**config.mk**
```make
export PLATFORM = sky130hd
export DESIGN_NAME = mac_tx_arbiter
export DESIGN_NICKNAME = d
export VERILOG_FILES = /design/src/rtl/mac_tx_arbiter.sv
export SDC_FILE = /design/constraint.sdc
export NUM_CORES = 1
export LEC_CHECK = 0
export CAP_MARGIN = 40
export CORE_AREA = 2 2 147 149
export CTS_CLUSTER_DIAMETER = 100
export DETAILED_ROUTE_END_ITERATION = 10
export DIE_AREA = 0 0 149 151
export PLACE_DENSITY = 0.63
export SLEW_MARGIN = 20
export SYNTH_ARGS = -nofsm -noshare
export SYNTH_HDL_FRONTEND = slang
export SYNTH_SLANG_ARGS = --single-unit
```
**constraint.sdc**
```tcl
create_clock -name i_xver_txc -period 3.1 [get_ports i_xver_txc]
set_input_delay 0.465 -clock i_xver_txc [delete_from_list [all_inputs] [get_ports i_xver_txc]]
set_output_delay 0.465 -clock i_xver_txc [all_outputs]
set_load 0.005 [all_outputs]
```
**src/rtl/mac_tx_arbiter.sv**
```systemverilog
// N-channel AXI-Stream transmit arbiter: round-robin frame-level grant, one output register stage,
// oversize frames truncated then drained. Define MAC_TX_ARB_STRICT_PRIORITY_EN for lowest-index-wins arbitration.
module mac_tx_arbiter #(
  parameter int N_CHANNELS = 4,
  parameter int MAX_BEATS  = 192
) (
  input  logic                                             i_xver_txc,
  input  logic                                             i_tx_reset,
  input  logic [64*N_CHANNELS-1:0]                         s_axis_tdata,
  input  logic [8*N_CHANNELS-1:0]                          s_axis_tkeep,
  input  logic [N_CHANNELS-1:0]                            s_axis_tvalid,
  input  logic [N_CHANNELS-1:0]                            s_axis_tlast,
  output logic [N_CHANNELS-1:0]                            s_axis_tready,
  output logic [63:0]                                      m00_axis_tdata,
  output logic [7:0]                                       m00_axis_tkeep,
  output logic                                             m00_axis_tvalid,
  output logic                                             m00_axis_tlast,
  input  logic                                             m00_axis_tready,
  output logic [((N_CHANNELS > 1) ? $clog2(N_CHANNELS) : 1)-1:0] o_active_channel,
  output logic                                             o_busy,
  output logic                                             o_oversize
);

  localparam int CH_W  = (N_CHANNELS > 1) ? $clog2(N_CHANNELS) : 1;
  localparam int CNT_W = $clog2(MAX_BEATS + 1);

  typedef enum logic [1:0] {IDLE, FORWARD, DRAIN} state_t;

  state_t           state_reg;
  logic [CH_W-1:0]  sel_reg;
  logic [CNT_W-1:0] beat_cnt_reg;
  logic [63:0]      out_data_reg;
  logic [7:0]       out_keep_reg;
  logic             out_valid_reg;
  logic             out_last_reg;
  logic             oversize_reg;

  logic [63:0] ch_data [N_CHANNELS];
  logic [7:0]  ch_keep [N_CHANNELS];

  generate
    for (genvar gi = 0; gi < N_CHANNELS; gi++) begin : g_split
      assign ch_data[gi] = s_axis_tdata[64*gi +: 64];
      assign ch_keep[gi] = s_axis_tkeep[8*gi +: 8];
    end
  endgenerate

  logic [63:0] sel_data;
  logic [7:0]  sel_keep;
  logic        sel_valid;
  logic        sel_last;
  logic        out_ready;
  logic        accept;
  logic        discard;
  logic        at_limit;

  assign sel_data  = ch_data[sel_reg];
  assign sel_keep  = ch_keep[sel_reg];
  assign sel_valid = s_axis_tvalid[sel_reg];
  assign sel_last  = s_axis_tlast[sel_reg];

  // The output register can take a beat when it is empty or being emptied this cycle.
  assign out_ready = !out_valid_reg || m00_axis_tready;
  assign accept    = (state_reg == FORWARD) && sel_valid && out_ready;
  assign discard   = (state_reg == DRAIN) && sel_valid;
  assign at_limit  = (beat_cnt_reg == CNT_W'(MAX_BEATS - 1));

  always_comb begin
    s_axis_tready = '0;
    case (state_reg)
      FORWARD: s_axis_tready[sel_reg] = out_ready;
      DRAIN:   s_axis_tready[sel_reg] = 1'b1;
      default: s_axis_tready = '0;
    endcase
  end

  logic            win_found;
  logic [CH_W-1:0] winner;

`ifdef MAC_TX_ARB_STRICT_PRIORITY_EN
  always_comb begin
    win_found = 1'b0;
    winner    = '0;
    for (int i = N_CHANNELS - 1; i >= 0; i--) begin
      if (s_axis_tvalid[i]) begin
        win_found = 1'b1;
        winner    = CH_W'(i);
      end
    end
  end
`else
  logic [CH_W-1:0] last_grant_reg;

  function automatic logic [CH_W-1:0] wrap_idx(input int v);
    if (v >= N_CHANNELS) return CH_W'(v - N_CHANNELS);
    return CH_W'(v);
  endfunction

  // Scan from farthest to nearest so the channel right after last_grant wins.
  always_comb begin
    win_found = 1'b0;
    winner    = '0;
    for (int k = N_CHANNELS; k >= 1; k--) begin
      if (s_axis_tvalid[wrap_idx(int'(last_grant_reg) + k)]) begin
        win_found = 1'b1;
        winner    = wrap_idx(int'(last_grant_reg) + k);
      end
    end
  end
`endif

  always_ff @(posedge i_xver_txc) begin
    if (i_tx_reset) begin
      state_reg      <= IDLE;
      sel_reg        <= '0;
      beat_cnt_reg   <= '0;
      out_data_reg   <= '0;
      out_keep_reg   <= '0;
      out_valid_reg  <= 1'b0;
      out_last_reg   <= 1'b0;
      oversize_reg   <= 1'b0;
`ifndef MAC_TX_ARB_STRICT_PRIORITY_EN
      last_grant_reg <= CH_W'(N_CHANNELS - 1);
`endif
    end else begin
      oversize_reg <= 1'b0;

      if (accept) begin
        out_data_reg  <= sel_data;
        out_keep_reg  <= sel_keep;
        out_valid_reg <= 1'b1;
        out_last_reg  <= sel_last || at_limit;
      end else if (m00_axis_tready) begin
        out_valid_reg <= 1'b0;
      end

      case (state_reg)
        IDLE: begin
          if (win_found) begin
            sel_reg        <= winner;
`ifndef MAC_TX_ARB_STRICT_PRIORITY_EN
            last_grant_reg <= winner;
`endif
            beat_cnt_reg   <= '0;
            state_reg      <= FORWARD;
          end
        end
        FORWARD: begin
          if (accept) begin
            if (beat_cnt_reg != CNT_W'(MAX_BEATS))
              beat_cnt_reg <= beat_cnt_reg + 1'b1;
            if (sel_last) begin
              state_reg <= IDLE;
            end else if (at_limit) begin
              oversize_reg <= 1'b1;
              state_reg    <= DRAIN;
            end
          end
        end
        DRAIN: begin
          if (discard && sel_last)
            state_reg <= IDLE;
        end
        default: state_reg <= IDLE;
      endcase
    end
  end

  assign m00_axis_tdata   = out_data_reg;
  assign m00_axis_tkeep   = out_keep_reg;
  assign m00_axis_tvalid  = out_valid_reg;
  assign m00_axis_tlast   = out_last_reg;
  assign o_active_channel = sel_reg;
  assign o_busy           = (state_reg != IDLE);
  assign o_oversize       = oversize_reg;

endmodule

```
; Yosys cells after proc, flatten, opt, wreduce, memory -nomap -nowiden
; Cells that the tools add are included.
[totals]
regBits = 89
input_bits = 299
out_inout_bits = 82
wordCells = 120
[classes]
n_addsub = 9
n_lt_le_gt_ge = 11
n_eq_ne = 9
muxes = 62
bitwise_logic = 4
reduce_logical = 16
[op_table]
columns = op, n
row1 = $bmux 64 s2, 1
row2 = $mux 64, 2
row3 = $mux 2, 21
row4 = $mux 8, 5
row5 = $mux 1, 22
row6 = $bmux 8 s2, 1
row7 = $pmux 8 s2, 1
row8 = $lt 2x3->1 const B, 5
row9 = $bmux 1 s2, 6
row10 = $ge 3x3->1 const B, 4
row11 = $add 8x1->8 const B, 1
row12 = $eq 8x8->1 const B, 1
row13 = $ne 8x8->1 const B, 1
row14 = $pmux 4 s2, 1
row15 = $reduce_and 4->1, 2
row16 = $sub 2x1->2 const B, 4
row17 = $add 2x2->3 const B, 2
row18 = $pmux 2 s3, 1
row19 = $reduce_bool 2->1, 3
row20 = $logic_and 1x1->1, 5
row21 = $add 2x3->4 const B, 1
row22 = $and 4x4->4, 1
row23 = $ge 4x3->1 const B, 1
row24 = $ne 2x1->1 const B, 2
row25 = other kinds (14), 17

; Longest topological paths before layout
[depth]
depth_word = 12
depth_mapped = 8
ltp_nobuf = 7

; Worst setup path after synthesis
; OpenSTA, ideal clock, no wires.
[synth_timing]
path_type = register to register
from = register sel_reg[0], in the netlist o_active_channel[0]
to = register state_reg[1]
setup_ns = 0.121
arrival_ns = 1.865
required_time_ns = 2.979
slack_ns = 1.115
stages_incl_launch_ff = 8
path_buffers = 2
period_less_slack_ns = 1.985
cell_sequence = dfxtp_1 buf_4 mux4_2 and3_1 buf_4 nand2_1 a222oi_1 mux2_2
[synth_via]
elab_chain_len = 6
elab_cells_between_ends = 15
classes_between = eq/ne: 3 / mux: 7 / reduce/logical: 5
[synth_rtl]
columns = element, line
row1 = "start, declared", 30  ; logic [CH_W-1:0] sel_reg;
row2 = "start signal, assigned", 140  ; sel_reg <= winner;
row3 = $bmux 1 s2, 59  ; assign sel_valid = s_axis_tvalid[sel_reg];
row4 = $mux 1 (implied by the code), 59
row5 = "$logic_and 1x1->1, on equally long branches", "65, 64"
row6 = "$logic_and 1x1->1, on equally long branches", "161, 64"
row7 = $ne 2x1->1 (no line) / $ne 2x2->1 (equally long branches), -
row8 = $reduce_and 4->1 (no line), -
row9 = "end signal, assigned", 156  ; state_reg <= DRAIN;
row10 = "end signal, assigned", 162  ; state_reg <= IDLE;
row11 = "end signal, assigned", 164  ; default: state_reg <= IDLE;
row12 = "end, declared", 29  ; state_t state_reg;
; Parallel ways exist; a longest one is shown, timed or not. The select of a mux whose other input is x is not followed.
; A chain may end at the register's enable or synchronous reset.

; Worst setup path after layout
[layout_timing]
from = input port m00_axis_tready
to = output port s_axis_tready[0]
[layout_via]
elab_chain_len = 3
[layout_rtl]
columns = element, line
row1 = "start, declared", 18  ; input logic m00_axis_tready,
row2 = $logic_or 1x1->1, 63  ; assign out_ready = !out_valid_reg || m00_axis_tready;
row3 = $and 4x4->4 (no line), -
row4 = $pmux 4 s2, 70  ; case (state_reg)
row5 = "end, declared", 13  ; output logic [N_CHANNELS-1:0] s_axis_tready,
; Every way passes these cells.

==> impl_metrics.json <==
{
  "status": "complete, no violations",
  "clock_sinks": 89,
  "clk_pin_slew_ns": 0.06,
  "design.die.area_sq_mm": 0.0225,
  "gp_congestion": 0.761,
  "synth.mux.area_fraction_pct": 33.2,
  "grt.total_usage_pct": 16.8,
  "skew_ns": 0.0100,
  "syn_area_per_cell_sq_um": 9.79,
  "synthTopCellsByCount": "nand2_1 (154), dfxtp_1 (89), a21oi_1 (85)",
  "cts_resized": 0,
  "fin_crit_sh_pct": 85.1,
  "grt_pass1_wl_microns": 29300,
  "hold_viol_final": 0,
  "drive_gt1_share_pct": 12.1,
  "fin_util_pct": 45.6,
  "reg2reg_slack_ns": 0.91,
  "synthDistinctLibCells": 36,
  "post_cts_buffers": 0,
  "seqPwrFrac_pct": 28.7,
  "yosys_most_used_dff": "dfxtp_1",
  "grt-ovfl-total": 0,
  "cts_root_buf": "clkbuf_16",
  "synth_fp_nets": 829,
  "yosysTopAreaCellShare_pct": 34.7,
  "vias": 5445,
  "synth_edf_count": 0,
  "post-dp-hpwl_microns": 16100,
  "holdWs_ns": 0.452,
  "combPwrFrac_pct": 50.3,
  "initial_utilization_pct": 24.7,
  "largest_reg_flops": 64,
  "synth-compound-area-share_pct": 10.5,
  "worst_setup_path_start_kind": "primary input",
  "design_area_sq_mm": 0.00949,
  "routed_via_density": 4.69,
  "power.leakage_uw": 0.00322,
  "yosys.cell_count.top_type": "nand2_1",
  "grt_max_degree": 44,
  "syn-instance-count": 525,
  "synth-simple-area-share_pct": 15.7,
  "min_period_ns": 2.64,
  "rsz0062_at_grt": "no",
  "synth_area_sq_mm": 0.00514,
  "coreArea_sq_mm": 0.0208,
  "peakVddDrop_uv": 278,
  "power.total_uw": 5480,
  "first_pass_iters": 5,
  "yosys_warnings": 0,
  "clock_latency_ns": 0.34,
  "htreeDepth": 3,
  "holdBufCountCts": 0,
  "crit_arrival_ns": 2.17,
  "pin_count": 381,
  "core.rowCount": 53,
  "routed_wl_microns": 19900,
  "cts_tree": "done",
  "drc": 0,
  "yosys.area_share.xor_xnor_pct": 0.170,
  "ys_ff_latch": 89,
  "swShare_pct": 32.8,
  "yosysSeqAreaShare_pct": 34.7,
  "p_per_area_mw_per_mm2": 578,
  "fmax_ghz": 0.379,
  "placed_area_sq_mm": 0.00918,
  "cap_viol_max_count": 0,
  "portBuffers": 380,
  "synth_top_family_by_area": "multiplexers",
  "slew_headroom_pct": 59.5,
  "crit_path_end_kind": "output port",
  "detail_route.iter0.violations": 275,
  "drt.antenna.violating_nets": 0,
  "crit_fanout": 4,
  "clk_path_buf_depth": 2,
  "fin_nets": 1185,
  "hp-class": "register to register",
  "antenna_found_initial": 1,
  "async_flop_share_pct": 0,
  "pwr-share-clk_pct": 21.0,
  "grt_pass1_vias": 5433,
  "intPower_uw": 3690,
  "yosys.area.top_type": "dfxtp_1",
  "p_sw_uw": 1800,
  "cts_buffers": 9,
  "area.growth.synth_to_final_pct": 84.6,
  "synthAdderAreaFrac_pct": 1.22,
  "worstMarginPinSlew_ns": 0.607,
  "synth_area_leaders": "dfxtp_1 (35%), mux4_2 (32%), nand2_1 (11%)",
  "slew_violations": 0,
  "wire_per_inst_microns": 17.2,
  "worst-setup-path-type": "primary input to output port",
  "die_w_microns": 149,
  "cp_data_required_time_ns": 2.63,
  "fin_tns_setup_ns": 0,
  "finalSetupViolations": 0,
  "fp.dieH_microns": 151
}
==> critical path, stage by stage <==
cell             delay (ns)
clkdlybuf4s50_1        0.47
nand2b_1               0.14
and2_1                 0.17
o21a_1                 0.20
nor3b_1                0.20
clkdlybuf4s50_1        0.52
==> layer usage <==
layer | up-vias | GRT usage (%) | share of wire (%)
met5 | - | 0 | 0
met4 | 0 | 6.62 | 2.3
met3 | 33 | 4.61 | 9.2
met2 | 258 | 30.4 | 51
met1 | 2539 | 18.9 | 37
li1 | 2615 | - | -
==> per-stage QoR <==
step | setup WS (ns) | instances
floorplan | 1.11 | 525
global placement | 0.446 | 1145
detailed placement | 0.471 | 1145
CTS | 0.453 | 1160
global route | 0.373 | 1161
finish | 0.462 | 1161
==> worst paths after layout <==
check | to | startpoint | depth (start not counted)
min | m00_axis_tdata[56]$_SDFFE_PP0P_ | m00_axis_tdata[56]$_SDFFE_PP0P_ | 2
max reg2reg | beat_cnt_reg[1]$_SDFFE_PP0P_ | o_active_channel[0]$_SDFFE_PP0P_ | 5
max | s_axis_tready[0] | m00_axis_tready | 6
min reg2reg | m00_axis_tdata[56]$_SDFFE_PP0P_ | m00_axis_tdata[56]$_SDFFE_PP0P_ | 2
==> power groups by stage <==
stage,Combinational [uW],Sequential (uW),Clock [uW]
global route,3000,1620,1250
floorplan,1650,1550,0
finish,2760,1570,1150
CTS,2810,1580,1200
global placement,2790,1590,0
detailed placement,2790,1600,0
==> layout make-up <==
type | count | area [sq um]
inverter | 8 | 30.0
antenna | 1 | 2.50
sequential | 89 | 1790
clock inverter | 4 | 70.1
tap | 275 | 344
fill | 2039 | 11300
clock buffer | 11 | 233
timing repair buffer | 392 | 3890
multi-input combinational | 381 | 3130
==> cells by family (layout without fill, tap and decap cells) <==
family	count (synthesis)	count (layout)
compound gates	102	102
xor+xnor	1	1
fa+ha+maj	5	5
buf+inv	55	415
flops	89	89
mux	78	78
other cells	0	1
simple gates	195	195
==> placed cells by master (no fill, tap or decap), drive strengths merged <==
cell type | Yosys | final
clkdlybuf4s50 | 0 | 379
nand2 | 154 | 154
dfxtp | 89 | 89
a21oi | 86 | 86
mux4 | 74 | 74
buf | 21 | 13
clkbuf | 26 | 11
inv | 8 | 8
nor2 | 8 | 8
o21ai | 7 | 7
nand3 | 6 | 6
or3 | 6 | 6
nor3 | 5 | 5
ha | 5 | 5
nand2b | 4 | 4
and3 | 4 | 4
mux2i | 3 | 3
nor4 | 2 | 2
o22ai | 2 | 2
clkinv | 0 | 2
bufinv | 0 | 2
diode | 0 | 1
and2 | 1 | 1
o21a | 1 | 1
nor3b | 1 | 1
and4b | 1 | 1
a22oi | 1 | 1
or2 | 1 | 1
nor2b | 1 | 1
a41o | 1 | 1
nand4 | 1 | 1
o221ai | 1 | 1
o21bai | 1 | 1
a31oi | 1 | 1
xnor2 | 1 | 1
a222oi | 1 | 1
mux2 | 1 | 1
Note: power is estimated with default switching activity, not from simulation.
